## src/rtl/sha_nonce_result_checker_fifo.sv

```systemverilog
// Found-nonce FIFO: 32-bit entries, extra pointer bit distinguishes full from empty.
module nonce_result_fifo #(
   parameter int unsigned DEPTH = 4
) (
   input  logic        clk,
   input  logic        rst_n,
   input  logic        push,
   input  logic [31:0] din,
   input  logic        pop,
   output logic [31:0] dout,
   output logic        full,
   output logic        empty
);

   localparam int unsigned AW = $clog2(DEPTH);

   logic [31:0] mem [DEPTH];
   logic [AW:0] wr_ptr;
   logic [AW:0] rd_ptr;
   logic        do_write;
   logic        do_read;

   assign empty    = (wr_ptr == rd_ptr);
   assign full     = (wr_ptr[AW] != rd_ptr[AW]) && (wr_ptr[AW-1:0] == rd_ptr[AW-1:0]);
   assign do_read  = pop & ~empty;
   // A simultaneous pop frees the head slot, so a push while full still lands.
   assign do_write = push & (~full | do_read);
   assign dout     = empty ? '0 : mem[rd_ptr[AW-1:0]];

   always_ff @(posedge clk) begin
      if (!rst_n) begin
         wr_ptr <= '0;
         rd_ptr <= '0;
      end else begin
         if (do_write) wr_ptr <= wr_ptr + 1'b1;
         if (do_read)  rd_ptr <= rd_ptr + 1'b1;
      end
   end

   always_ff @(posedge clk) begin
      if (do_write) mem[wr_ptr[AW-1:0]] <= din;
   end

endmodule

```

## config.mk

```make
export PLATFORM = sky130hd
export DESIGN_NAME = nonce_result_fifo
export DESIGN_NICKNAME = d
export VERILOG_FILES = /design/src/rtl/sha_nonce_result_checker_fifo.sv
export SDC_FILE = /design/constraint.sdc
export NUM_CORES = 1
export LEC_CHECK = 0
export ABC_AREA = 0
export CAP_MARGIN = 5
export CORE_MARGIN = 2
export CORE_UTILIZATION = 54
export CTS_CLUSTER_SIZE = 20
export DETAILED_ROUTE_END_ITERATION = 16
export MAX_ROUTING_LAYER = met4
export PLACE_DENSITY = 0.82
export SETUP_SLACK_MARGIN = 0.3
export SYNTH_ARGS = -nofsm -noshare
export SYNTH_HDL_FRONTEND = slang
export SYNTH_SLANG_ARGS = --single-unit
```

## constraint.sdc

```tcl
create_clock -name clk -period 3.4 [get_ports clk]
set_clock_uncertainty 0.15 [all_clocks]
set_input_delay 0.34 -clock clk [delete_from_list [all_inputs] [get_ports clk]]
set_output_delay 0.34 -clock clk [all_outputs]
set_load 0.05 [all_outputs]
```

-- After elaboration in Yosys (flattened, before gate mapping)
Memories as Yosys holds them, arrays and structs flattened. A register that Yosys moved wholly into a read port is not among the register bits.
Index checks and enable logic that the tools add are counted.
- add/sub/neg operators: 2
- equal/unequal tests: 3
- mux-type cells: 5
- bitwise operators: 5
- reductions and logical operators: 1
- operator list (kind ; number):
    $mux 32 ; 1
    $add 3x1->3 const B ; 2
    $mux 2 ; 2
    $eq 3x3->1 ; 1
    $and 1x1->1 ; 2
    $eq 2x2->1 ; 1
    $mux 1 ; 2
    $not 1->1 ; 2
    $logic_and 1x1->1 ; 1
    $ne 1x1->1 ; 1
    $or 1x1->1 ; 1
- register bits: 6
- RAM bits: 128
- input port bits: 36
- logic and storage cells: 19
- memories kept: 1
- memories (name ; words ; bits a word ; read ports ; clocked after memory_dff ; write ports ; RTL line ; RTL):
    mem ; 4 ; 32 ; 1 ; 1 ; 1 ; 17 ; logic [31:0] mem [DEPTH];

-- Depth between registers and ports, before layout
Gate-level depths: netlist of the first run.
- word-level depth: 7
- mapped depth: 4
- depth with buffers taken out: 4

-- Worst setup path before layout of the first run
No wires, ideal clock.
- path kind: reg2reg
- from: register wr_ptr[0]
- to: memory mem[3][0] (enable)
- library setup time: 0.444 ns
- arrival: 2.431 ns
- data required time: 2.806 ns
- path slack: 0.375 ns
- cell stages (with the launch flop): 3
- buffers on the path: 0
- period minus slack after synthesis: 3.025 ns
- cell sequence: dfxtp_1 xnor2_1 a41oi_1
- longest elaborated chain between the ends: 7
- elaborated cells between the ends (all ways): 10
- classes of those cells: eq/ne: 2; mux: 2; bitwise: 5; reduce/logical: 1
- ends and longest elaborated chain (element ; RTL line ; RTL):
    from (decl) ; 18 ; logic [AW:0] wr_ptr;
    from (signal assigned) ; 35 ; if (do_write) wr_ptr <= wr_ptr + 1'b1;
    $eq 3x3->1 or $eq 2x2->1 (tied branches) ; 23, 24 ;
    $not 1->1 or $logic_and 1x1->1 (tied branches) ; 25, 24 ;
    $and 1x1->1 or $not 1->1 (tied branches) ; 25, 27 ;
    $or 1x1->1 ; 27 ; assign do_write = push & (~full | do_read);
    $and 1x1->1 ; 27 ;
    $mux 1 ; 41 ; if (do_write) mem[wr_ptr[AW-1:0]] <= din;
    $mux 1 (not written as such) ; 41 ;
    to (decl) ; 17 ;
Parallel ways exist; a longest one is shown, timed or not.

==> run metrics, run 1 <==
status finished, final reports clean; Post-CTS Hold Buffers 0; FF-to-FF setup slack around 0.91 ns; crit-path cells buf_12, mux4_2, nor2b_1, dlygate4sd2_1; Post-Route WL 9420 um; Die X 103 um; Slew headroom approximately 40%; reg2reg start wr_ptr[0]$_SDFFE_PN0P_; DR DRC count 0; Final setup violation count 0; Initial Util a little under three fifths; Clock Tree Buf Depth 2; initial antenna violation count 0; Min-Delay Startpoint din[30]; leading cell type in the layout, fill and taps excluded edfxtp_1; CTS Root Cell clkbuf_8; Hold Crit Class input pin to flip-flop; Worst Setup End Kind output port; critical path type flip-flop to output port; register area share after synthesis ~75%; via count approximately 2600; hold path depth 1; Setup Buffers After CTS 0; clk slew on worst S/H paths approximately 0.060 ns; GPL Wtd Cong roughly 0.9; max incr delay on CP 0.53 ns; Critical Path Source Type flip-flop; Placed Area approximately 6200 um^2; Synth Area in Adders 1.18%; WHS 0.322 ns; clock latency on the worst-skew pair around 0.51 ns; chip height between 100 and 150 um; Layout area overhead 27.7%; All-Layer GR Usage approximately a fifth; Tightest Pin Transition ~0.90 ns; share of cells above drive strength 1 between 20% and 30%; H-tree Lvls 4; Netlist Area Pre-Place 5310 um^2; Period minus WS final slightly below 3 ns; Req. time, crit path about 2.9 ns; largest net degree at the start of global routing 33; final period utilization a little under nine tenths; simple-gate share of the synthesized area ~5.4%; Max Slew Vio Count 0; Layout fillers between 600 and 700; Warnings, synthesis 0; diode count 0; Leakage 2.34 nW; RSZ-0062 raised after global routing no; max_cap viols 0; port bufs 69; post-layout total power approximately 0.0049 W; CTS tree yes; Syn Nets slightly below 300; Cells after Synth approximately 260; Avg Cell Area, Syn around 21 um^2; Fin Setup TNS 0 ns; FF-to-FF End mem[1][2]$_DFFE_PP_; endpoints failing hold 0; total CTS buffers 17; Worst Path Arrival 2.42 ns; I/O pins 70; global-route wire length before repair around 15000 um; Hold EP mem[2][30]$_DFFE_PP_; synth unique cells 24; CP max-delay cell mux4_2; mux cell area share after synthesis 14.7%; drt wl/cell 19.5 um; Final nets between 300 and 400; most frequent cells in the layout edfxtp_1, clkdlybuf4s50_1, mux4_2, nor2b_1, dlygate4sd2_1; #FFs+latches synth roughly 140; Worst VDD drop roughly 0.43 mV; Vias per Instance roughly 5.4; vias in the first global route 2887; post-cts gate resize count 31; largest family of logic cells by synthesized area multiplexers; row count 36; maximum clock frequency 343 MHz; Synth Area in Compound Gates 0.991%; 1st-pass router iterations 4; Routed Antenna Nets 0; clk sinks 136; Placeable Area around 9600 um^2; design area 6770 um^2; post-DP HPWL around 5600 um; register area 4010 um^2; post-route setup slack between 0.4 and 0.5 ns; Post-Synth XOR/XNOR Area less than 1%; worst reg-to-reg path cell count 3; crit-path max FO 25; area of the multi-input gates between 1000 and 1500 um^2; post-place setup slack about 0.70 ns; die area between 10000 and 15000 um^2; pwr dens about 720 nW/um^2; grt ovf 0; 1st-iter DRT viols around 220
## how the worst max path moves through the flow
stage          depth (start not counted)                  end                   start
4_1_cts                                5             dout[12]  wr_ptr[0]$_SDFFE_PN0P_
3_3_place_gp                           4              dout[6]               flip-flop
3_5_place_dp                           4             dout[23]               flip-flop
5_1_grt                                4             dout[27]               flip-flop
2_1_floorplan                          2  mem[3][0]$_DFFE_PP_  wr_ptr[0]$_SDFFE_PN0P_
6_report                               4             dout[23]               flip-flop
## cells by family after synthesis
family	count (synthesis)
DFF	136
AOI/OAI and AO/OA	6
xor gates and xnor gates	6
adders and majority gates	5
buffers and inverters	15
and+or+nand+nor	49
muxes	38
## sequential cells by signal (all words and copies together) (netlist names), named ones only
register	cells
wr_ptr	3
rd_ptr	3
mem	128
## cells in the mapped netlist
library cell	count	area share, %
edfxtp_1	128	72
buf_4	1	0.14
nand2_1	9	0.64
nor2b_1	32	3.8
o211a_1	1	0.19
a41oi_1	1	0.17
mux4_2	32	14
and2_1	3	0.35
nor3_1	1	0.094
a31oi_1	2	0.24
clkbuf_1	4	0.28
dfxtp_1	8	3.0
nand4b_1	1	0.17
buf_1	3	0.21
mux2i_1	6	1.1
a311o_1	1	0.19
ha_1	5	1.2
buf_2	3	0.28
xor2_1	3	0.50
nand2b_1	2	0.24
nor3_2	1	0.19
inv_1	4	0.28
xnor2_1	3	0.50
o41a_1	1	0.21
## metal layers
metal | vias to the layer above | routed length [um] | global-route usage, %
met5 | - | 0 | -
met4 | 0 | 81 | 6.38
met3 | 11 | 437 | 6.37
met2 | 67 | 4830 | 32.7
met1 | 1338 | 4070 | 24.8
li1 | 1188 | - | -
## per-stage QoR
step,std cells,utilization [%]
final,484,70.3
after global routing,484,70.3
after CTS,484,70.2
after detailed placement,452,64.5
after global placement,452,64.5
after floorplan,255,-
## final cells by class
type / instances / share of cell area, %
Clock buffer: 17 / 6.11
Inverter: 4 / 0.222
Timing Repair Buffer: 75 / 10.7
Clock inverter: 15 / 2.64
Tap cell: 133 / 2.46
Multi-Input combinational cell: 104 / 18.7
Sequential cell: 136 / 59.1
## power by group
| group | switching [W] | internal (W) |
|---|---|---|
| Clock | 0.000680 | 0.00112 |
| Sequential | 0.0000434 | 0.00192 |
| Combinational | 0.000737 | 0.000392 |
## worst max-delay path, delay by kind of cell, from the launching register on
kind / cells / cell delay, ns
buffers and inverters: 2 / 0.70
AND/OR/NAND/NOR: 1 / 0.16
multiplexers: 1 / 0.53
flip-flops: 1 / 0.51
Note: power is estimated with default switching activity, not from simulation.
==> run 2: changes to the inputs <==
--- a/config.mk
+++ b/config.mk
@@ -17,3 +17,4 @@
 export SYNTH_ARGS = -nofsm -noshare
 export SYNTH_HDL_FRONTEND = slang
 export SYNTH_SLANG_ARGS = --single-unit
+export TNS_END_PERCENT = 5
==> run metrics, run 2 (synthesis gave the netlist of run 1 again) <==
status finished, final reports clean; Tightest Pin Transition between 0.8 and 0.9 ns; CTS Root Cell clkbuf_8; Setup Buffers After CTS 0; global-route wire length before repair between 10000 and 15000 um; share of cells above drive strength 1 between 20% and 30%; All-Layer GR Usage roughly a fifth; port bufs between 60 and 70; Period minus WS final between 3 and 4 ns; Leakage approximately 2.2 nW; Clock Tree Buf Depth 2; Psw 0.00146 W; row count 36; sequential power share 39.5%; CTS tree yes; max reg flops approximately 130; largest net degree at the start of global routing 33; drt wl/cell 19.5 um; die area roughly 11000 um^2; Layout fillers ~600; post-layout total power 0.00497 W; critical path type flip-flop to output port; Hold Crit Class input pin to flip-flop; 1st-pass router iterations 4; clk slew on worst S/H paths roughly 0.06 ns; DR DRC count 0; diode count 0; H-tree Lvls 4; Worst Path Arrival approximately 2.7 ns; Worst VDD drop about 0.43 mV; Fin Setup TNS 0 ns; final std cells w/o fill a little under 500; total CTS buffers 17; part of the power in the clock network ~36%; vias in the first global route about 2900; max incr delay on CP around 0.7 ns; Final nets 379; via count 2616; RSZ-0062 raised after global routing yes; Routed Antenna Nets 0; placed instance count 452; pwr dens about 730 nW/um^2; Max Slew Vio Count 0; most frequent cells in the layout edfxtp_1, clkdlybuf4s50_1, mux4_2, nor2b_1, clkbuf_16; Final setup violation count 0; P_int between 0.003 and 0.004 W; endpoints failing hold 0; GPL Wtd Cong slightly below 0.9; 1st-iter DRT viols ~160; CP max-delay cell clkdlybuf4s50_1; logic gate share of total power about a quarter; final period utilization 93.5%; Switching Fraction a little under 30%; Post-Route WL 9450 um; clk sinks approximately 140; max_cap viols 0; initial antenna violation count 0; Vias per Instance between 5 and 6; Critical Path Source Type flip-flop; Initial Util a little under three fifths; Worst Setup End Kind output port; Placeable Area a little under 10000 um^2; clock latency on the worst-skew pair roughly 0.50 ns; crit-path max FO 25; crit-path cells buf_12, mux4_2, nor2b_1, clkdlybuf4s50_1; maximum clock frequency between 300 and 400 MHz; leading cell type in the layout, fill and taps excluded edfxtp_1; chip height approximately 100 um; Req. time, crit path 2.91 ns; Die X between 100 and 150 um; grt ovf 0; Layout area overhead 28.3%; Slew headroom between 40% and 50%; I/O pins 70; post-DP HPWL roughly 5600 um
-- run 2: power by group through the flow --
stage / sequential, W / combinational (W) / clock (W)
2_1_floorplan: 0.00197 / 0.000831 / 0
3_3_place_gp: 0.00199 / 0.00121 / 0
3_5_place_dp: 0.00200 / 0.00122 / 0
4_1_cts: 0.00197 / 0.00123 / 0.00183
5_1_grt: 0.00197 / 0.00127 / 0.00190
6_report: 0.00196 / 0.00121 / 0.00180
-- run 2: area by class of cell --
cell class	count	area (um^2)	share of cell area, %
tap	133	166	2.44
timing repair buffer	75	762	11.2
clock buffer	17	414	6.08
inverter	4	15.0	0.221
clock inverter	15	179	2.63
multi-input combinational	104	1270	18.6
sequential	136	4010	58.8
-- run 2: path summary, 6_finish.rpt --
| kind | end | cells past startpoint | slack [ns] | from |
|---|---|---|---|---|
| worst min register to register | wr_ptr[2]$_SDFFE_PN0P_ | 2 | 0.38 | wr_ptr[2]$_SDFFE_PN0P_ |
| worst min-delay path | mem[2][30]$_DFFE_PP_ | 1 | 0.33 | din[30] |
| worst max-delay path | dout[6] | 4 | 0.22 | flip-flop |
| worst max register to register | mem[1][2]$_DFFE_PP_ | 3 | 0.91 | wr_ptr[0]$_SDFFE_PN0P_ |
-- run 2: critical path: cells and delay by family (launching register included) --
family,cells,cell delay [ns]
buffers and inverters,2,0.97
flip-flops,1,0.50
multiplexers,1,0.55
AND/OR/NAND/NOR,1,0.14
-- run 2: routing by layer --
metal	part of all wire, %	up-vias	track usage [%]
met2	51	71	32.4
met1	44	1346	24.8
met3	4.1	8	6.31
met5	0	-	-
li1	-	1191	-
met4	0.60	0	6.38
-- run 2: stage by stage --
step / hold WS [ns] / area (um^2) / setup slack (ns) / utilization [%]
after floorplan: 0.289 / 5310 / 0.375 / -
after global placement: 0.350 / 6210 / 0.715 / 64.5
after detailed placement: 0.379 / 6210 / 0.697 / 64.5
after CTS: 0.297 / 6810 / 0.154 / 70.6
after global routing: 0.309 / 6810 / 0.0670 / 70.6
final: 0.327 / 6810 / 0.220 / 70.6
-- run 2: repair_timing --
action	4_1_cts	5_1_grt
pin swaps	0	0
gates resized for setup	1	1
setup endpoints to repair	31	32
hold buffers	0	0
hold endpoints to repair	0	0
==> RTL edit: new RTL, settings of run 1 <==
Reset style: asynchronous (`rst_n`), changed in one clocked block.
--- a/src/rtl/sha_nonce_result_checker_fifo.sv
+++ b/src/rtl/sha_nonce_result_checker_fifo.sv
@@ -28,5 +28,5 @@
    assign dout     = empty ? '0 : mem[rd_ptr[AW-1:0]];
 
-   always_ff @(posedge clk) begin
+   always_ff @(posedge clk or negedge rst_n) begin
       if (!rst_n) begin
          wr_ptr <= '0;
Formal check against the unedited RTL: differs if rst_n is asserted again (counterexample within 4 cycles, from zero or initial values and one cycle with rst_n low); with rst_n held inactive, the same outputs for 10 cycles.
==> RTL edit against run 1 <==
Final area decreased by 1.4%. Highest routed layer unchanged. Sequential cell count is 2 lower. Routed wire length increased by 1.8%. Worst setup slack worse by 52 ps. Die area decreased by 0.59%. Via count fell by 2.0%. Synthesized area decreased by 0.61%. Count of clock-buffer cells in the layout grew 1. Global-route usage decreased by 0.073 points.
Power is left out: the tool's default activity adds up to more than one toggle a clock period on the data nets, which glitch-free logic cannot reach.
==> RTL edit: results (changes against run 1) <==
Placed design
  • Worst setup slack after placement: 454.1 ps (-243.0 ps)
  • DP Wirelength: 5.404 mm (-3.8%)
  • Routability-driven placement congestion ratio: 0.7130 (-19%)

Timing
  • Max transition margin: 0.4119 (+0.01069)
  • Post-route minimum period: 2964 ps (+51.59 ps)
  • Worst hold slack across all endpoints: 301.0 ps (-21.37 ps)

Final layout
  • Share of final-layout standard cells stronger than drive strength 1: 0.2976 (+0.08109)
  • Nets: 364 (-4.0%)

Clock network
  • Count of buffers added by post-CTS timing repair for setup: 1 (+1)
  • Number of gates resized after cts: 13 (-58%)
  • Hold_buf cts: 1 (+1)

Run status
  • Outcome: finished, final reports clean

Critical path
  • Top fanout value on the critical path: 20 (-20%)
  • Cell with the largest stage delay on the worst path: dfrtp_4
  • CP peak stage delay: 640 ps (+110 ps)
  • Arrival time reported for the critical path endpoint: 2470 ps (+50 ps)
  • Setup slack, reg-to-reg: 880 ps (-30 ps)

Synth
  • Dominant cells by area after synthesis: edfxtp_1, mux4_2, nor2b_1, dfrtp_1, ha_1
  • Proportion of netlist area held by the largest area contributor: 0.7290 (+0.004470)
  • Count of flip-flops with a built-in enable after synthesis: 128 (unchanged)
  • Post-synthesis async set-or-reset flop share: 0.04478 (+0.04478)
  • Fraction of the yosys area taken by sequential cells: 0.7575 (+0.002758)
  • Unique cell type count in the Yosys netlist: 23 (-4.2%)
  • Leading cell types by count after synthesis: edfxtp_1, mux4_2, nor2b_1
  • Mapped Nets: 279 (-5.7%)

Global route
  • Vias in the first global route: 2772 (-4.0%)
  • Wire length of the first global-routing pass: 14.50 mm (-2.2%)
  • GR Util All Layers: 0.2021 (-0.0007259)

Drt
  • Detail-routed via count per cell: 5.441 (+1.1%)
  • Average wire length per cell after detail routing: 20.44 um (+5.0%)
[RTL edit: kinds of logic (layout without fill, tap and decap cells)]
family | count (synthesis) | in the layout | share of synthesized area
xor gates and xnor gates | 8 | 8 | 0.01827
muxes | 34 | 34 | 0.1410
AOI/OAI and AO/OA | 4 | 4 | 0.01020
buffers and inverters | 14 | 112 | 0.01353
adders and majority gates | 5 | 5 | 0.01187
and+or+nand+nor | 39 | 39 | 0.04770
DFF | 134 | 134 | 0.7575
[RTL edit: area by class of cell]
cell class | count | area, um^2
Clock inverter | 14 | 160.2
Multi-Input combinational cell | 90 | 1217
Timing Repair Buffer | 77 | 705.7
Sequential cell | 134 | 3999
Fill cell | 633 | 2962
Inverter | 3 | 11.26
Clock buffer | 18 | 417.9
Tap cell | 133 | 166.4
[RTL edit: layer usage]
metal / global-route usage / wire length, um / vias up
met1: 0.2382 / 3884 / 1317
met4: 0.08502 / 189 / 0
met5: - / 0 / -
li1: - / - / 1137
met2: 0.3278 / 5021 / 82
met3: 0.06034 / 493 / 16
[RTL edit: path summary, 6_finish.rpt]
path / start / endpoint / cells after the start
min in group asynchronous: rst_n / rd_ptr[2]$_DFFE_PN0P_ / 2
max in group asynchronous: rst_n / rd_ptr[1]$_DFFE_PN0P_ / 2
worst max-delay path: rd_ptr[1]$_DFFE_PN0P_ / dout[0] / 4
worst min register to register: wr_ptr[2]$_DFFE_PN0P_ / wr_ptr[2]$_DFFE_PN0P_ / 1
worst min-delay path: din[30] / mem[2][30]$_DFFE_PP_ / 1
worst max register to register: rd_ptr[1]$_DFFE_PN0P_ / mem[0][0]$_DFFE_PP_ / 3
[RTL edit: through the flow]
stage | instance area, um^2 | std cells
floorplan | 5273 | 238
global placement | 6077 | 435
detailed placement | 6077 | 435
CTS | 6673 | 469
global route | 6678 | 469
finish | 6678 | 469
